## config.mk

```make
export PLATFORM = sky130hd
export DESIGN_NAME = piso_serializer
export DESIGN_NICKNAME = d
export VERILOG_FILES = /design/src/rtl/piso_pkg.sv /design/src/rtl/piso_bit_counter.sv /design/src/rtl/piso_serializer.sv
export SDC_FILE = /design/constraint.sdc
export NUM_CORES = 1
export LEC_CHECK = 0
export ABC_AREA = 1
export CAP_MARGIN = 20
export CORE_UTILIZATION = 51
export DETAILED_ROUTE_END_ITERATION = 10
export GPL_ROUTABILITY_DRIVEN = 0
export GPL_TIMING_DRIVEN = 0
export PLACE_DENSITY_LB_ADDON = 0.2
export SLEW_MARGIN = 20
export SYNTH_ARGS = -nofsm -noshare
export SYNTH_HDL_FRONTEND = slang
export SYNTH_SLANG_ARGS = --single-unit
export TNS_END_PERCENT = 100
```

## constraint.sdc

```tcl
create_clock -name i_clk -period 2.3 [get_ports i_clk]
set_input_delay 0.46 -clock i_clk [delete_from_list [all_inputs] [get_ports i_clk]]
set_output_delay 0.46 -clock i_clk [all_outputs]
set_load 0.005 [all_outputs]
```

## src/rtl/piso_pkg.sv

```systemverilog
// Shared encodings for the PISO serializer: FSM state codes and the state enum.
package piso_pkg;

    localparam logic [1:0] ST_IDLE_ENC   = 2'd0;
    localparam logic [1:0] ST_SHIFT_ENC  = 2'd1;
    localparam logic [1:0] ST_PARITY_ENC = 2'd2;

    typedef enum logic [1:0] {
        ST_IDLE   = ST_IDLE_ENC,
        ST_SHIFT  = ST_SHIFT_ENC,
        ST_PARITY = ST_PARITY_ENC
    } piso_state_t;

endpackage

```

## src/rtl/piso_bit_counter.sv

```systemverilog
// Wrapping bit counter 0..MAX_COUNT with synchronous clear (priority) and enable.
module piso_bit_counter #(
    parameter int              WIDTH     = 3,
    parameter logic [WIDTH-1:0] MAX_COUNT = {WIDTH{1'b1}}
) (
    input  logic i_clk,
    input  logic i_rst_n,
    input  logic i_clr,
    input  logic i_en,
    output logic o_tc
);

    logic [WIDTH-1:0] count_q, count_d;

    // Next count: clear wins over enable, wrap to zero after the terminal count.
    always_comb begin
        count_d = count_q;
        if (i_clr) begin
            count_d = {WIDTH{1'b0}};
        end else if (i_en) begin
            if (count_q == MAX_COUNT) begin
                count_d = {WIDTH{1'b0}};
            end else begin
                count_d = count_q + WIDTH'(1'b1);
            end
        end else begin
            count_d = count_q;
        end
    end

    // Counter register.
    always_ff @(posedge i_clk or negedge i_rst_n) begin
        if (!i_rst_n) begin
            count_q <= {WIDTH{1'b0}};
        end else begin
            count_q <= count_d;
        end
    end

    assign o_tc = (count_q == MAX_COUNT);

endmodule

```

## src/rtl/piso_serializer.sv

```systemverilog
// Parallel-in serial-out serializer with ready/valid accept and zero-bubble reload.
// Optional trailing even-parity bit when PISO_PARITY_EN is defined.
module piso_serializer
    import piso_pkg::*;
#(
    parameter int LENGTH    = 8,
    parameter int MSB_FIRST = 0
) (
    input  logic              i_clk,
    input  logic              i_rst_n,
    input  logic [LENGTH-1:0] i_data,
    input  logic              i_valid,
    output logic              o_ready,
    output logic              o_dout,
    output logic              o_dout_valid,
    output logic              o_last,
    output logic              o_busy
);

    localparam int              CNT_W   = $clog2(LENGTH);
    localparam logic [CNT_W-1:0] CNT_MAX = CNT_W'(LENGTH - 1);

    piso_state_t       state_q, state_d;
    logic [LENGTH-1:0] shift_q, shift_d;
    logic              rdy_en_q, rdy_en_d;
    logic              cnt_tc_s;
    logic              cnt_en_s;
    logic              accept_s;
    logic              last_s;
    logic              ready_s;
    logic              dout_s;

`ifdef PISO_PARITY_EN
    logic              par_q, par_d;

    function automatic logic calc_even_parity(input logic [LENGTH-1:0] word);
        return ^word;
    endfunction
`endif

    assign cnt_en_s = (state_q == ST_SHIFT);

    piso_bit_counter #(
        .WIDTH     (CNT_W),
        .MAX_COUNT (CNT_MAX)
    ) u_bit_counter (
        .i_clk   (i_clk),
        .i_rst_n (i_rst_n),
        .i_clr   (accept_s),
        .i_en    (cnt_en_s),
        .o_tc    (cnt_tc_s)
    );

    // Handshake and output decode; ready is held off until the first edge after reset.
    always_comb begin
`ifdef PISO_PARITY_EN
        last_s = (state_q == ST_PARITY);
`else
        last_s = (state_q == ST_SHIFT) && cnt_tc_s;
`endif
        ready_s  = rdy_en_q && ((state_q == ST_IDLE) || last_s);
        accept_s = i_valid && ready_s;
        case (state_q)
            ST_SHIFT: begin
                if (MSB_FIRST != 0) begin
                    dout_s = shift_q[LENGTH-1];
                end else begin
                    dout_s = shift_q[0];
                end
            end
`ifdef PISO_PARITY_EN
            ST_PARITY: dout_s = par_q;
`endif
            default:  dout_s = 1'b0;
        endcase
    end

    // Next-state, shift-register and parity computation.
    always_comb begin
        state_d  = state_q;
        shift_d  = shift_q;
        rdy_en_d = 1'b1;
`ifdef PISO_PARITY_EN
        par_d    = par_q;
`endif
        case (state_q)
            ST_IDLE: begin
                if (accept_s) begin
                    state_d = ST_SHIFT;
                    shift_d = i_data;
`ifdef PISO_PARITY_EN
                    par_d   = calc_even_parity(i_data);
`endif
                end else begin
                    state_d = ST_IDLE;
                end
            end
            ST_SHIFT: begin
                if (MSB_FIRST != 0) begin
                    shift_d = {shift_q[LENGTH-2:0], 1'b0};
                end else begin
                    shift_d = {1'b0, shift_q[LENGTH-1:1]};
                end
                if (cnt_tc_s) begin
`ifdef PISO_PARITY_EN
                    state_d = ST_PARITY;
`else
                    // Reload on the final bit keeps the stream gap-free.
                    if (accept_s) begin
                        state_d = ST_SHIFT;
                        shift_d = i_data;
                    end else begin
                        state_d = ST_IDLE;
                    end
`endif
                end else begin
                    state_d = ST_SHIFT;
                end
            end
`ifdef PISO_PARITY_EN
            ST_PARITY: begin
                if (accept_s) begin
                    state_d = ST_SHIFT;
                    shift_d = i_data;
                    par_d   = calc_even_parity(i_data);
                end else begin
                    state_d = ST_IDLE;
                end
            end
`endif
            default: begin
                state_d = ST_IDLE;
                shift_d = {LENGTH{1'b0}};
            end
        endcase
    end

    // State, data and ready-enable registers.
    always_ff @(posedge i_clk or negedge i_rst_n) begin
        if (!i_rst_n) begin
            state_q  <= ST_IDLE;
            shift_q  <= {LENGTH{1'b0}};
            rdy_en_q <= 1'b0;
`ifdef PISO_PARITY_EN
            par_q    <= 1'b0;
`endif
        end else begin
            state_q  <= state_d;
            shift_q  <= shift_d;
            rdy_en_q <= rdy_en_d;
`ifdef PISO_PARITY_EN
            par_q    <= par_d;
`endif
        end
    end

    assign o_ready      = ready_s;
    assign o_dout       = dout_s;
    assign o_dout_valid = (state_q != ST_IDLE);
    assign o_last       = last_s;
    assign o_busy       = (state_q != ST_IDLE);

endmodule
```

# == Yosys cells after proc, flatten, opt, wreduce, memory -nomap -nowiden ==
# Cells that the tools add are included.
# totals
wordCells,26
input_bits,11
out_inout_bits,5
mem_bits_rw,0
memories,0
romBits,0
ff_bits,14
latch_bits,0
# classes
div_mod_pow,0
bitwise,0
addsub,1
magnitude_cmp,0
n_mul,0
n_reduce_logical,7
eq_ne,3
shift,0
n_mux,11
# op_table
operator,count
two-way mux 8 bit,3
one-hot mux 8 bit (2 select lines),1
two-way mux 3 bit,3
one-hot mux 2 bit (2 select lines),1
nonzero test 2 bit,2
adder 3 x 1 -> 3 bit (second input constant),1
== test 3 bit (second input constant),1
logical AND 1 bit,3
== test 2 x 1 -> 1 bit (second input constant),1
zero test 2 bit,1
two-way mux 1 bit,2
two-way mux 2 bit,1
!= test 2 bit (second input constant),1
logical OR 1 bit,1

# == Depth between registers and ports, before layout ==
# logic_depth
word_depth,8
mapped_depth,10
depth_no_buf,9

# == Hierarchy ==
# Synthesis repeated with hierarchy kept, for this count alone.
# hier_totals
hier_cells,96
hier_area_um2,729.4
# by_module_without_submodules
mod,n_inst,cells_per_inst,seq_area_each_um2,area_per_inst_um2
piso_serializer,1,79,250.2,578.1
piso_bit_counter,1,17,75.1,151.4

# == Least setup slack after synthesis ==
# OpenSTA, ideal clock, no wires.
# synth_path
kind,register to register
start,register u_bit_counter.count_q[0]
end,register shift_q[3]
t_arrival_ps,1289
setup_time_ps,118
n_path_buf,1
path_slack_ps,893
required_time_ps,2182
synth_period_minus_slack_ps,1407
path_stages_with_launch,10
cell_sequence,dfrtp_1 ha_1 ha_1 inv_1 nand2_2 nand3_2 buf_6 nand3_1 nand3_1 nand2_1
# synth_between
elab_chain_len,8
elab_cells_between_ends,9
cone_classes,eq/ne (2); mux (3); reduce/logical (4)
# synth_rtl
item,line,rtl
"start, declared",piso_bit_counter.sv:13,"logic [WIDTH-1:0] count_q, count_d;"
"start signal, assigned",piso_bit_counter.sv:34,count_q <= {WIDTH{1'b0}};
"start signal, assigned",piso_bit_counter.sv:36,count_q <= count_d;
== test 3 bit *,piso_bit_counter.sv:40,assign o_tc = (count_q == MAX_COUNT);
logical AND 1 bit,piso_serializer.sv:59,last_s = (state_q == ST_SHIFT) && cnt_tc_s;
logical OR 1 bit,piso_serializer.sv:61,ready_s = rdy_en_q && ((state_q == ST_IDLE) || last_s);
logical AND 1 bit,piso_serializer.sv:61,
logical AND 1 bit,piso_serializer.sv:62,accept_s = i_valid && ready_s;
two-way mux 8 bit,piso_serializer.sv:109,if (accept_s) begin
two-way mux 8 bit,piso_serializer.sv:104,if (cnt_tc_s) begin
one-hot mux 8 bit (2 select lines),piso_serializer.sv:86,case (state_q)
"end signal, assigned",piso_serializer.sv:142,shift_q <= {LENGTH{1'b0}};
"end signal, assigned",piso_serializer.sv:149,shift_q <= shift_d;
"end, declared",piso_serializer.sv:24,"logic [LENGTH-1:0] shift_q, shift_d;"
# Mark *: on every way between the ends. The rest lies on a longest branch, timed or not.
# A chain may end at the register's enable or synchronous reset.

# == Final worst setup path ==
# layout_path
start,register u_bit_counter.count_q[0]
end,output o_ready
# layout_between
elab_chain_len,4
# layout_rtl
item,line,rtl
== test 3 bit,piso_bit_counter.sv:40,
logical AND 1 bit,piso_serializer.sv:59,
logical OR 1 bit,piso_serializer.sv:61,
logical AND 1 bit,piso_serializer.sv:61,
"end, declared",piso_serializer.sv:13,"output logic o_ready,"
# No other way between the ends.

==> results.sh <==
export IMPL_grt_pass1_wl_um=2230
export IMPL_ys_flop_type="dfrtp_1"
export IMPL_netlist_instances=91
export IMPL_core_mm2=0.00119
export IMPL_vdd_drop_max_mv=0.681
export IMPL_worst_r2r_endpoint="u_bit_counter.count_q[0]$_DFFE_PN0P_"
export IMPL_status="finished clean"
export IMPL_regArea_um2=325
export IMPL_hold_buffers=0
export IMPL_numPortBuffers=15
export IMPL_ys_top_cells_by_count="nand2_1, inv_1, nand3_1, dfrtp_1"
export IMPL_globalRouteTotalUtil_pct=22.6
export IMPL_synth_cell_area_um2=694
export IMPL_clkSinkCount=13
export IMPL_power_density_mw_per_mm2=1200
export IMPL_drv_cap=0
export IMPL_finalSetupViolations=0
export IMPL_post_drt_wl_per_cell_um=10.6
export IMPL_n_fill_cell=85
export IMPL_final_nets=124
export IMPL_r2r_slack_ps=680
export IMPL_ys_warnings_count=0
export IMPL_cts_setup_buffers=0
export IMPL_die_w_um=38.9
export IMPL_area_delta_synth_final_pct=28.8
export IMPL_synth_edff_count=0
export IMPL_stdcell_count=124
export IMPL_place_inst=120
export IMPL_multiInputGateArea_um2=280
export IMPL_cts_buffer_depth=2
export IMPL_fin_crit_ps=2190
export IMPL_final_layout_size_suffix_gt1_share_pct=11.8
export IMPL_dieArea_mm2=0.00151
export IMPL_antenna_found_initial=0
export IMPL_tns_ps=0
export IMPL_critPathSlowestCell="clkdlybuf4s50_1"
export IMPL_ant_nets=0
export IMPL_timing_rr_start="u_bit_counter.count_q[0]$_DFFE_PN0P_"
export IMPL_initial_core_util_pct=58.5
export IMPL_grt_setup_unrepaired="false"
export IMPL_dpl_hpwl_um=971
export IMPL_clock_skew_final_ps=1.32
export IMPL_cp_top_family="buffers and inverters"
export IMPL_crit_required_ps=1840
export IMPL_start_kind="flip-flop"
export IMPL_overflow=0
export IMPL_crit_start="u_bit_counter.count_q[0]$_DFFE_PN0P_"
export IMPL_drc=0
export IMPL_synth_top_area_cell="dfrtp_1"
export IMPL_path_max_fanout=3
export IMPL_grt_pass1_vias=515
export IMPL_cpPeakStageDelay_ps=510
export IMPL_slew_viol_final=0
export IMPL_synth_top_cell_area_share_pct=46.8
export IMPL_hold_class="flip-flop to flip-flop"
export IMPL_min_path_cells=2
export IMPL_cp_cell_sequence="ha_1, ha_2, inv_1, a21boi_2, clkdlybuf4s50_1"
export IMPL_worst_pin_slew_ps=581
export IMPL_rr_worst_depth=9
export IMPL_die_h_um=38.9
export IMPL_endpoint_kind="output port"
export IMPL_max_freq_mhz=457
export IMPL_cts_tree="yes"
export IMPL_path_class="flip-flop to output port"
export IMPL_synth_most_common_cell="nand2_1"
export IMPL_drt_pass1_iter_count=4
export IMPL_cp_num_cells=5
export IMPL_cts_buffers=3
export IMPL_io_pins=16
export IMPL_power_leakage_uw=0.000496
export IMPL_via_per_inst=4.86
export IMPL_grt_max_degree=14
export IMPL_finalCritPeriodShare_pct=95.1
export IMPL_synth_seq_cells=13
export IMPL_crit_end="o_ready"
export IMPL_arrival_ps=1730
export IMPL_clk_pin_slew_ps=80
export IMPL_hold_violations=0
export IMPL_critPathBufInv=2
export IMPL_root_buffer="clkbuf_4"
export IMPL_ys_top_cells_by_area="dfrtp_1, nand2_1, nand3_1"
export IMPL_finalWirelength_um=1310
export IMPL_clk_latency_ps=280
export IMPL_ys_async_sr_fraction_pct=100
export IMPL_syn_area_per_cell_um2=7.63
export IMPL_drt_iter0_drc=18
export IMPL_num_vias=603
export IMPL_n_antenna_cell=0
export IMPL_synth_seq_area_share_pct=46.8
export IMPL_row_count=12
export IMPL_relSlewSlack_pct=61.1
export IMPL_ys_types=15
export IMPL_htreeDepth=1
export IMPL_synth_nets=104
-- routing by layer --
metal	track usage [%]	part of all wire, %	vias to the layer above
li1	-	-	311
met1	29.5	46	273
met2	35.4	47	15
met3	5.20	4.3	4
met4	10.3	2.0	0
met5	0	0	-
-- cells by family after synthesis --
group / share of synthesized area [%]
buf+inv: 13.7
compound gates: 2.52
simple gates: 32.8
flops: 46.8
fa+ha+maj: 3.60
other cells: 0.540
-- timing repair --
action | in CTS | in global routing
gates resized for setup | 1 | 2
setup endpoints to repair | 1 | 1
hold endpoints to repair | 0 | 0
-- cell usage in the layout, fill, tap and decap left out --
master and count:
conb_1 1, o21ai_0 2, buf_4 1, clkbuf_1 1, inv_2 1, nand2_4 1
ha_1 1, clkdlybuf4s50_1 15, nand3_2 1, nand2_1 29, inv_1 18, buf_2 1
ha_2 1, buf_6 1, nand3_1 17, a21boi_2 1, clkbuf_4 3, nand2_2 2
dfrtp_1 13
-- worst min path at each step --
stage	startpoint	to	slack [ps]
5_1_grt	u_bit_counter.count_q[1]$_DFFE_PN0P_	u_bit_counter.count_q[1]$_DFFE_PN0P_	510
3_5_place_dp	shift_q[5]$_DFFE_PN0P_	shift_q[5]$_DFFE_PN0P_	470
6_report	u_bit_counter.count_q[1]$_DFFE_PN0P_	u_bit_counter.count_q[1]$_DFFE_PN0P_	480
4_1_cts	shift_q[5]$_DFFE_PN0P_	shift_q[5]$_DFFE_PN0P_	490
2_1_floorplan	i_rst_n	rdy_en_q$_DFF_PN0_	160
3_3_place_gp	u_bit_counter.count_q[1]$_DFFE_PN0P_	u_bit_counter.count_q[1]$_DFFE_PN0P_	460
-- power by group --
part	internal, uW	switching [uW]
Clock	67.3	78.4
Sequential	333	72.4
Combinational	242	276
-- worst min-delay path: stages (launching register included) --
cell and delay, ps:
dfrtp_1 350, nand2_1 50, nand2_1 50
-- area by class of cell --
type	count	area share (%)
Tap cell	14	1.96
Inverter	19	7.97
Multi-Input combinational cell	56	31.3
Buffer	3	2.66
Timing Repair Buffer	15	16.8
Sequential cell	13	36.4
Clock buffer	4	2.94
-- state kept, by name (all words and copies together) (netlist names) --
register and count:
u_bit_counter.count_q 3, state_q 1, rdy_en_q 1, shift_q 8
-- per-stage QoR --
step	total power, uW	utilization (%)	setup WS [ps]	cell area (um2)	hold slack [ps]
floorplan	748	-	893	694	164
global placement	900	72.7	364	862	458
detailed placement	927	72.7	299	862	465
CTS	1070	74.9	64.0	888	486
global route	1170	75.4	2.33	895	512
finish	1070	75.4	112	895	482
No activity file was read; power rests on OpenSTA's default activity.
